**src/rtl/pong_pkg.sv**
```systemverilog
`default_nettype none
// ============================================================================
// Module      : pong_pkg
// Description : Shared state encoding and playfield geometry for the pong
//               game controller.
// Revision    : 1.0 - initial release
// ============================================================================
package pong_pkg;

    typedef enum logic [2:0] {
        ST_IDLE     = 3'd0,
        ST_SERVE    = 3'd1,
        ST_PLAY     = 3'd2,
        ST_POINT    = 3'd3,
        ST_GAMEOVER = 3'd4
    } state_t;

    localparam int c_field_w   = 640;
    localparam int c_field_h   = 480;
    localparam int c_border    = 8;
    localparam int c_ball_size = 16;
    localparam int c_pad_h     = 41;

    localparam logic [9:0] c_serve_x    = 10'd312;
    localparam logic [9:0] c_serve_y    = 10'd232;
    localparam logic [9:0] c_ball_x_max = 10'(c_field_w - c_ball_size);
    localparam logic [9:0] c_ball_y_min = 10'(c_border);
    localparam logic [9:0] c_ball_y_max = 10'(c_field_h - c_border - c_ball_size);

    // Paddle offset range keeps the whole paddle between the two borders.
    localparam logic [8:0] c_pad_max  = 9'(c_field_h - 2 * c_border - c_pad_h);
    localparam logic [8:0] c_pad_init = 9'd212;

endpackage
`default_nettype wire

```
**src/rtl/pong_paddle_ctrl.sv**
```systemverilog
`default_nettype none
// ============================================================================
// Module      : pong_paddle_ctrl
// Description : One paddle; steps up/down once per frame, clamped to field.
// Revision    : 1.0 - initial release
// ============================================================================
module pong_paddle_ctrl
    import pong_pkg::*;
#(
    parameter int PAD_SPEED = 4
) (
    input  logic       clk,
    input  logic       rst,
    input  logic       frame_tick,
    input  logic       up,
    input  logic       down,
    input  logic       enable,
    output logic [8:0] pos
);

    localparam logic [8:0] c_step = 9'(PAD_SPEED);

    logic [8:0] w_pos_next;

    always_comb begin
        w_pos_next = pos;
        if (frame_tick && enable) begin
            if (up && !down) begin
                w_pos_next = (pos < c_step) ? 9'd0 : pos - c_step;
            end else if (down && !up) begin
                w_pos_next = (pos > c_pad_max - c_step) ? c_pad_max : pos + c_step;
            end
        end
    end

    always_ff @(posedge clk or posedge rst) begin
        if (rst) begin
            pos <= c_pad_init;
        end else begin
            pos <= w_pos_next;
        end
    end

endmodule
`default_nettype wire

```
**src/rtl/pong_game_ctrl.sv**
```systemverilog
`default_nettype none
// ============================================================================
// Module      : pong_game_ctrl
// Description : Pong match FSM: serve, ball motion, collision, scoring.
// Revision    : 1.0 - initial release
// ============================================================================
module pong_game_ctrl
    import pong_pkg::*;
#(
    parameter int BALL_SPEED   = 2,
    parameter int PAD_SPEED    = 4,
    parameter int SERVE_FRAMES = 60,
    parameter int WIN_SCORE    = 7
) (
    input  logic       clk,
    input  logic       rst,
    input  logic [9:0] h_cnt,
    input  logic [9:0] v_cnt,
    input  logic       BouncingObject,
    input  logic       start,
    input  logic       up1,
    input  logic       down1,
    input  logic       up2,
    input  logic       down2,
    output logic [9:0] ballX,
    output logic [9:0] ballY,
    output logic [8:0] posY1,
    output logic [8:0] posY2,
    output logic [3:0] score1,
    output logic [3:0] score2,
    output logic       game_over
);

    localparam int               c_cnt_w      = $clog2(SERVE_FRAMES + 1);
    localparam logic [c_cnt_w-1:0] c_serve_last = c_cnt_w'(SERVE_FRAMES - 1);
    localparam logic [9:0]       c_bs         = 10'(BALL_SPEED);
    localparam logic [3:0]       c_win        = 4'(WIN_SCORE);

    state_t               r_state, w_state_nx;
    logic                 r_v480;
    logic                 r_dir_x, r_dir_y, r_serve_dir;
    logic                 r_hit_l, r_hit_r, r_hit_t, r_hit_b;
    logic [c_cnt_w-1:0]   r_frame_cnt;

    logic                 w_frame_tick;
    logic                 w_dir_x_nx, w_dir_y_nx, w_serve_dir_nx;
    logic                 w_hit_l_nx, w_hit_r_nx, w_hit_t_nx, w_hit_b_nx;
    logic [c_cnt_w-1:0]   w_frame_cnt_nx;
    logic [9:0]           w_ball_x_nx, w_ball_y_nx;
    logic [3:0]           w_score1_nx, w_score2_nx;
    logic [10:0]          w_x_inc, w_y_inc;

    // Edge of the compare, not the level, so slow pixel clocks still give one tick.
    assign w_frame_tick = (v_cnt == 10'd480) && !r_v480;
    assign w_x_inc      = {1'b0, ballX} + {1'b0, c_bs};
    assign w_y_inc      = {1'b0, ballY} + {1'b0, c_bs};

    always_comb begin
        w_state_nx     = r_state;
        w_dir_x_nx     = r_dir_x;
        w_dir_y_nx     = r_dir_y;
        w_serve_dir_nx = r_serve_dir;
        w_hit_l_nx     = r_hit_l;
        w_hit_r_nx     = r_hit_r;
        w_hit_t_nx     = r_hit_t;
        w_hit_b_nx     = r_hit_b;
        w_frame_cnt_nx = r_frame_cnt;
        w_ball_x_nx    = ballX;
        w_ball_y_nx    = ballY;
        w_score1_nx    = score1;
        w_score2_nx    = score2;

        if (w_frame_tick) begin
            w_hit_l_nx = 1'b0;
            w_hit_r_nx = 1'b0;
            w_hit_t_nx = 1'b0;
            w_hit_b_nx = 1'b0;
        end else if (r_state == ST_PLAY && BouncingObject) begin
            if (h_cnt == ballX          && v_cnt == ballY + 10'd8)  w_hit_l_nx = 1'b1;
            if (h_cnt == ballX + 10'd15 && v_cnt == ballY + 10'd8)  w_hit_r_nx = 1'b1;
            if (h_cnt == ballX + 10'd8  && v_cnt == ballY)          w_hit_t_nx = 1'b1;
            if (h_cnt == ballX + 10'd8  && v_cnt == ballY + 10'd15) w_hit_b_nx = 1'b1;
        end

        case (r_state)
            ST_IDLE, ST_GAMEOVER: begin
                if (start) begin
                    w_state_nx     = ST_SERVE;
                    w_score1_nx    = 4'd0;
                    w_score2_nx    = 4'd0;
                    w_frame_cnt_nx = '0;
                end
            end
            ST_SERVE: begin
                if (w_frame_tick) begin
                    w_ball_x_nx = c_serve_x;
                    w_ball_y_nx = c_serve_y;
                    if (r_frame_cnt == c_serve_last) begin
                        w_state_nx = ST_PLAY;
                        w_dir_x_nx = r_serve_dir;
                        w_dir_y_nx = 1'b1;
                    end else begin
                        w_frame_cnt_nx = r_frame_cnt + 1'b1;
                    end
                end
            end
            ST_PLAY: begin
                if (w_frame_tick) begin
                    if (ballX <= c_bs && !r_dir_x) begin
                        w_state_nx     = ST_POINT;
                        w_serve_dir_nx = 1'b0;
                        if (score2 < c_win) w_score2_nx = score2 + 4'd1;
                    end else if (ballX >= c_ball_x_max - c_bs && r_dir_x) begin
                        w_state_nx     = ST_POINT;
                        w_serve_dir_nx = 1'b1;
                        if (score1 < c_win) w_score1_nx = score1 + 4'd1;
                    end else begin
                        if (r_hit_l != r_hit_r) w_dir_x_nx = r_hit_l;
                        if (r_hit_t != r_hit_b) w_dir_y_nx = r_hit_t;
                        if (w_dir_x_nx) begin
                            w_ball_x_nx = (w_x_inc > {1'b0, c_ball_x_max}) ? c_ball_x_max : w_x_inc[9:0];
                        end else begin
                            w_ball_x_nx = (ballX < c_bs) ? 10'd0 : ballX - c_bs;
                        end
                        if (w_dir_y_nx) begin
                            w_ball_y_nx = (w_y_inc > {1'b0, c_ball_y_max}) ? c_ball_y_max : w_y_inc[9:0];
                        end else begin
                            w_ball_y_nx = (ballY < c_ball_y_min + c_bs) ? c_ball_y_min : ballY - c_bs;
                        end
                    end
                end
            end
            ST_POINT: begin
                if (w_frame_tick) begin
                    if (score1 == c_win || score2 == c_win) begin
                        w_state_nx = ST_GAMEOVER;
                    end else begin
                        w_state_nx     = ST_SERVE;
                        w_frame_cnt_nx = '0;
                    end
                end
            end
            default: w_state_nx = ST_IDLE;
        endcase
    end

    always_ff @(posedge clk or posedge rst) begin
        if (rst) begin
            r_state     <= ST_IDLE;
            r_v480      <= 1'b0;
            r_dir_x     <= 1'b1;
            r_dir_y     <= 1'b1;
            r_serve_dir <= 1'b1;
            r_hit_l     <= 1'b0;
            r_hit_r     <= 1'b0;
            r_hit_t     <= 1'b0;
            r_hit_b     <= 1'b0;
            r_frame_cnt <= '0;
            ballX       <= c_serve_x;
            ballY       <= c_serve_y;
            score1      <= 4'd0;
            score2      <= 4'd0;
            game_over   <= 1'b0;
        end else begin
            r_state     <= w_state_nx;
            r_v480      <= (v_cnt == 10'd480);
            r_dir_x     <= w_dir_x_nx;
            r_dir_y     <= w_dir_y_nx;
            r_serve_dir <= w_serve_dir_nx;
            r_hit_l     <= w_hit_l_nx;
            r_hit_r     <= w_hit_r_nx;
            r_hit_t     <= w_hit_t_nx;
            r_hit_b     <= w_hit_b_nx;
            r_frame_cnt <= w_frame_cnt_nx;
            ballX       <= w_ball_x_nx;
            ballY       <= w_ball_y_nx;
            score1      <= w_score1_nx;
            score2      <= w_score2_nx;
            game_over   <= (w_state_nx == ST_GAMEOVER);
        end
    end

    pong_paddle_ctrl #(.PAD_SPEED(PAD_SPEED)) u_paddle1 (
        .clk        (clk),
        .rst        (rst),
        .frame_tick (w_frame_tick),
        .up         (up1),
        .down       (down1),
        .enable     (r_state != ST_GAMEOVER),
        .pos        (posY1)
    );

    pong_paddle_ctrl #(.PAD_SPEED(PAD_SPEED)) u_paddle2 (
        .clk        (clk),
        .rst        (rst),
        .frame_tick (w_frame_tick),
        .up         (up2),
        .down       (down2),
        .enable     (r_state != ST_GAMEOVER),
        .pos        (posY2)
    );

endmodule
`default_nettype wire

```
**config.mk**
```make
export PLATFORM = sky130hd
export DESIGN_NAME = pong_game_ctrl
export DESIGN_NICKNAME = d
export VERILOG_FILES = /design/src/rtl/pong_pkg.sv /design/src/rtl/pong_paddle_ctrl.sv /design/src/rtl/pong_game_ctrl.sv
export SDC_FILE = /design/constraint.sdc
export NUM_CORES = 1
export LEC_CHECK = 0
export ABC_AREA = 1
export BUFFER_PORTS_ARGS = -buffer_cell sky130_fd_sc_hd__buf_2
export CAP_MARGIN = 20
export CORE_ASPECT_RATIO = 1.4
export CORE_MARGIN = 3
export CORE_UTILIZATION = 61
export CTS_BUF_LIST = sky130_fd_sc_hd__clkbuf_8
export CTS_CLUSTER_DIAMETER = 40
export DETAILED_ROUTE_END_ITERATION = 7
export PLACE_DENSITY = 0.84
export SLEW_MARGIN = 20
export SYNTH_ARGS = -nofsm -noshare
export SYNTH_HDL_FRONTEND = slang
export SYNTH_SLANG_ARGS = --single-unit
```
**constraint.sdc**
```tcl
create_clock -name clk -period 2.4 [get_ports clk]
set_input_delay 0.6 -clock clk [delete_from_list [all_inputs] [get_ports clk]]
set_output_delay 0.6 -clock clk [all_outputs]
set_load 0.1 [all_outputs]
```
==> out/metrics.cfg, run 1 <==
[run_status]
outcome = finished clean

[cts]
ctsResizeCount = 0
cts_max_level = 3
cts.clk_slew.worst_paths_ns = 0.07
clockBufferDepth = 2
cts_setup_buffers = 0
cts_hold_buf = 0
cts_buffers = 9
clkSinkCount = 60
cts_root_buf = clkbuf_8
clkLatencyLatePin_ns = 0.35
cts_tree = done

[grt]
gr-total-overflow = 0
grt_util_met1_pct = 35.1
grt_max_degree = 52
grtUsageTotal_pct = 28.7
grt_util_met2_pct = 50.1
grt_first_pass_wirelength_mm = 24.4
antenna_found_initial = 0
grt_busiest_layer = met2
use_met3_pct = 3.33
grt_pass1_vias = 5329

[die]
core-area_um2 = 9130
die_x_um = 88.3
rows = 41
die_h_um = 121
ios = 75
initial_utilization_pct = 63.4
dieArea_um2 = 10700

[power]
p_seq_share_pct = 39.9
ir_drop_v = 0.000294
p_sw_mw = 1.27
swShare_pct = 42.2
power_frac_comb_pct = 33.9
totalPowerFinal_mw = 3.02
p_per_area_nw_per_um2 = 475
p_leak_nw = 3.33
internal-power_mw = 1.75
pwr-share-clk_pct = 26.2

[timing]
finalSetupTns_ns = 0
grt_setup_unrepaired = no
fmax_ghz = 0.457
hold_viol = 0
fin_crit_sh_pct = 91.2
layout_min_cycle_time_ns = 2.19
skew_ns = 0.0101
worstMarginPinSlew_ns = 0.529
finalMaxSlewViolations = 0
finalSetupViolCount = 0
relSlewSlack_pct = 64.5

[worst_setup_path]
arrival_ns = 2.42
start_kind = flip-flop
crit_top_cell = nand2_2
path_cells = ha_1, nand2_1, nor2_1, nand3_1, xor2_1, nand2_2, nand2_2, nand2_2, nand3_1, o21ai_1
critical_path_class = reg -> reg
cp.required_ns = 2.63
cpPeakStageDelay_ns = 0.64
crit_slowest_cell = dfstp_2
critPathCaptureType = flip-flop
cp_max_fo = 10
cp_num_buf_inv = 0
cp_top_family = simple AND/OR/NAND/NOR gates

[drt]
first_pass_iters = 8
vias = 5917
drt-wirelength-per-cell_um = 14.5
wirelength_mm = 15.1
drc_errors = 0
antenna_left = 0
drt_iter0_markers = 316
viasPerCell = 5.69

[synthesis]
synth_top_area_share_pct = 17.7
synth.area.top_cells = dfrtp_1 (18%), nand2_1 (15%), dfstp_2 (8.6%)
async_reset_ff_share_pct = 100
ys_seq_area_share_pct = 26.4
yosysTopAreaCell = dfrtp_1
ys_seq_elements = 60
yosysUniqueCellTypes = 52
syn_area_um2 = 5790
syn_avg_cell_area_um2 = 6.74
synth-edff-count = 0
yosys_warnings = 0
synthesis.instances = 859
synth_flop_cell = dfrtp_1

[cells_and_area]
syn_to_final_growth_pct = 9.90
num_antenna_cells = 0
drive_above_1_share_pct = 19.7
fin_nets = 979

[place]
finalWeightedCongestion = 0.974
numPortBuffers = 72
dp_hpwl_mm = 11.7

[hold_path]
hp-class = in -> async

[flow_run]
cap_violations = 0

## sequential cells by signal, summed over array words and instances (netlist names), 3 cells and up
register and cells:
u_paddle1.pos 8, score2 4, u_paddle2.pos 8, r_frame_cnt 6, ballY 9, score1 4, r_state 3, ballX 9
## metal layers
metal,wire [µm],vias up
li1,-,2896
met1,5970,2760
met2,7850,218
met3,854,43
met4,444,0
met5,0,-
## stage by stage
step	cells	instance area [µm²]	util [%]	setup WS, ns	hold WS, ns
floorplan	860	5790	-	0.00407	0.442
global placement	1024	6200	67.9	0.280	0.462
detailed placement	1024	6200	67.9	0.269	0.458
CTS	1040	6360	69.6	0.240	0.166
global route	1040	6360	69.6	0.0345	0.180
finish	1040	6360	69.6	0.211	0.168
## cell usage in the layout (no fill, tap or decap), types with 3 or more instances in the layout
cell type  instances
a21boi_0           3
a21boi_2           3
a21oi_1           21
buf_2             72
buf_4              6
clkbuf_8           9
clkinv_2           3
dfrtp_1           37
dfrtp_2            4
dfstp_2           19
ha_1              23
inv_1             94
inv_2              9
nand2_1          237
nand2_2           12
nand2_4            3
nand3_1           86
nand3_4            3
nand3b_1           4
nand4_1           13
nor2_1            87
nor2_2             4
nor2_4             6
nor3_1             9
o21ai_0           49
o21ai_1           11
o21ai_2            6
o31ai_1            3
or2_2              7
xnor2_1           17
xor2_1            41
## power groups by stage
stage | Clock, mW | Combinational (mW) | Sequential (mW)
detailed placement | 0 | 1.02 | 1.22
global placement | 0 | 1.00 | 1.22
floorplan | 0 | 0.635 | 1.38
finish | 0.792 | 1.02 | 1.20
global route | 0.841 | 1.15 | 1.22
CTS | 0.790 | 1.02 | 1.20
## logic make-up after synthesis
family	after synthesis	share of synthesized area, %
fa+ha+maj	23	4.97
other cells	1	0.0648
simple gates	481	38.5
buf+inv	124	9.41
flops	60	26.4
xor+xnor	58	8.78
compound gates	112	11.9
## path summary, 6_finish.rpt
path                             startpoint          endpoint  slack [ns]  depth (start not counted)
worst max-delay path               ballX[4]          ballX[2]        0.21                         10
worst min-delay path                    rst  u_paddle1.pos[3]        0.17                          2
worst max register to register     ballX[4]          ballX[2]        0.21                         10
worst min register to register  r_serve_dir       r_serve_dir        0.47                          2
max in group asynchronous               rst  u_paddle2.pos[7]        1.63                          3
min in group clk                r_serve_dir       r_serve_dir        0.47                          2
## cells in the mapped netlist (3+ instances only)
| cell type | count |
|---|---|
| nand2_1 | 237 |
| inv_1 | 93 |
| nor2_1 | 87 |
| nand3_1 | 86 |
| o21ai_0 | 49 |
| dfrtp_1 | 41 |
| xor2_1 | 41 |
| ha_1 | 23 |
| a21oi_1 | 21 |
| dfstp_2 | 19 |
| xnor2_1 | 17 |
| nand4_1 | 13 |
| nand2_2 | 12 |
| o21ai_1 | 11 |
| buf_4 | 9 |
| nor3_1 | 9 |
| inv_2 | 8 |
| buf_2 | 7 |
| or2_2 | 7 |
| nor2_4 | 6 |
| o21ai_2 | 6 |
| buf_6 | 4 |
| nand3b_1 | 4 |
| nor2_2 | 4 |
| a21boi_0 | 3 |
| a21boi_2 | 3 |
| nand2_4 | 3 |
| nand3_4 | 3 |
| o31ai_1 | 3 |
## cell type report
| class | count | area [µm²] |
|---|---|---|
| clock buffers | 9 | 124 |
| clock inverters | 7 | 37.5 |
| fillers | 827 | 2770 |
| inverters | 102 | 388 |
| multi-input cells | 676 | 3720 |
| flip-flops and latches | 60 | 1530 |
| well taps | 107 | 134 |
| repair buffers | 79 | 425 |
Note: power is estimated with default switching activity, not from simulation.
==> run 2, diff against run 1 <==
--- a/config.mk
+++ b/config.mk
@@ -15,6 +15,7 @@
 export CTS_CLUSTER_DIAMETER = 40
 export DETAILED_ROUTE_END_ITERATION = 7
 export PLACE_DENSITY = 0.84
+export RECOVER_POWER = 100
 export SLEW_MARGIN = 20
 export SYNTH_ARGS = -nofsm -noshare
 export SYNTH_HDL_FRONTEND = slang
==> run 2 against run 1 <==
Critical path depth decreased by 9. Final cell count stayed put. Worst hold slack gained 0.050 ns. Via count decreased by 0.44%.
==> out/metrics.cfg, run 2 (synthesis gave the netlist of run 1 again) <==
[worst_setup_path]
r2r_start = ballX[4]
critical_path_class = reg -> out
path_cells = clkbuf_2
critPathCaptureType = output port
crit_slowest_cell = dfstp_1
cp_max_fo = 9  ; -1
cp_top_family = flip-flops
cp-startpoint = ballX[5]
cp.required_ns = 1.80  ; -0.83 ns
cp_num_buf_inv = 1  ; +1
arrival_ns = 1.66  ; -0.76 ns
cpPeakStageDelay_ns = 0.77  ; +0.13 ns
start_kind = flip-flop

[grt]
gr-total-overflow = 0  ; unchanged
grt_pass1_vias = 5329  ; unchanged
grt_max_degree = 52  ; unchanged
grtUsageTotal_pct = 28.7  ; unchanged
antenna_found_initial = 0  ; unchanged
grt_first_pass_wirelength_mm = 24.4  ; unchanged

[drt]
antenna_left = 0  ; unchanged
drc_errors = 0  ; unchanged
wirelength_mm = 15.2  ; +0.73%
drt-wirelength-per-cell_um = 14.6  ; +0.73%
first_pass_iters = 7  ; -1
drt_iter0_markers = 295  ; -6.6%
vias = 5891  ; -0.44%
viasPerCell = 5.66  ; -0.44%

[place]
post-place-ws_ns = 0.269  ; unchanged
finalWeightedCongestion = 0.974  ; unchanged
numPortBuffers = 72  ; unchanged
dp_hpwl_mm = 11.7  ; unchanged

[cells_and_area]
regArea_um2 = 1530  ; unchanged
syn_to_final_growth_pct = 7.72
fill_cells = 853  ; +3.1%
mostFrequentLayoutCells = nand2_1 (241), inv_1 (96), nor2_1 (90)
final_common_cell = nand2_1
drive_above_1_share_pct = 17.0  ; -2.7 points
multiInputGateArea_um2 = 3610  ; -2.9%
fin_nets = 979  ; unchanged
num_antenna_cells = 0  ; unchanged
top_regs = ballX (9), ballY (9)

[die]
die_x_um = 88.3  ; unchanged
initial_utilization_pct = 63.4  ; unchanged
ios = 75  ; unchanged
rows = 41  ; unchanged
die_h_um = 121  ; unchanged
core-area_um2 = 9130  ; unchanged
dieArea_um2 = 10700  ; unchanged

[hold_path]
hp-class = in -> async

[timing]
skew_ns = 0.0113  ; +0.00127 ns
layout_min_cycle_time_ns = 2.26  ; +0.0707 ns
fin_ws_ns = 0.141  ; -0.0707 ns
relSlewSlack_pct = 15.9  ; -49 points
finalMaxSlewViolations = 0  ; unchanged
worstMarginPinSlew_ns = 1.26  ; +0.733 ns
finalSetupViolCount = 0  ; unchanged
fmax_ghz = 0.443  ; -3.1%
grt_setup_unrepaired = no
fin_crit_sh_pct = 94.1  ; +2.9 points
hold_viol = 0  ; unchanged
finalSetupTns_ns = 0  ; unchanged

[cts]
cts_root_buf = clkbuf_8
cts_buffers = 9  ; unchanged
clkSinkCount = 60  ; unchanged
cts_hold_buf = 0  ; unchanged
cts_tree = done
cts.clk_slew.worst_paths_ns = 0.07  ; about the same
cts_setup_buffers = 0  ; unchanged
ctsResizeCount = 0  ; unchanged
cts_max_level = 3  ; unchanged
clockBufferDepth = 2  ; unchanged
clkLatencyLatePin_ns = 0.35  ; about the same

[run_status]
outcome = finished clean

[power]
ir_drop_v = 0.000295  ; +0.50%
p_per_area_nw_per_um2 = 480  ; +1.0%
p_leak_nw = 3.32  ; -0.24%

[flow_run]
cap_violations = 0  ; unchanged

## run 2: final timing paths
path	end	slack (ns)	cells past startpoint
min reg2reg	r_serve_dir	0.48	2
max reg2reg	ballX[2]	0.16	10
max in group asynchronous	ballY[2]	0.54	3
max	ballX[5]	0.14	1
min	u_paddle1.pos[3]	0.22	2
min in group clk	r_serve_dir	0.48	2
## run 2: cell type report
cell class / count / share of cell area [%]
clock buffer: 9 / 1.99
clock inverter: 7 / 0.602
inverter: 102 / 6.22
sequential: 60 / 24.6
tap: 107 / 2.15
timing repair buffer: 79 / 6.52
multi-input combinational: 676 / 58.0
## run 2: per-stage QoR
step	power, mW	hold WS, ns	util, %	area [µm²]	std cells
floorplan	2.01	0.442	-	5790	860
global placement	2.22	0.462	67.9	6200	1024
detailed placement	2.24	0.458	67.9	6200	1024
CTS	3.02	0.166	69.6	6360	1040
global route	3.17	0.250	68.3	6230	1040
finish	2.99	0.219	68.3	6230	1040
## run 2: report_power, final
part           internal [mW]  leakage [nW]  switching (mW)
clock                  0.361        0.0874           0.433
sequential              1.10         0.679           0.102
combinational          0.269          2.56           0.722
total                   1.73          3.32            1.26
## run 2: routing by layer
metal / vias to the layer above / part of all wire (%) / global-route usage [%]
met2: 209 / 52 / 50.1
met4: 0 / 2.8 / 12.2
met5: - / 0 / 0
li1: 2894 / - / -
met1: 2752 / 40 / 35.1
met3: 36 / 5.6 / 3.33
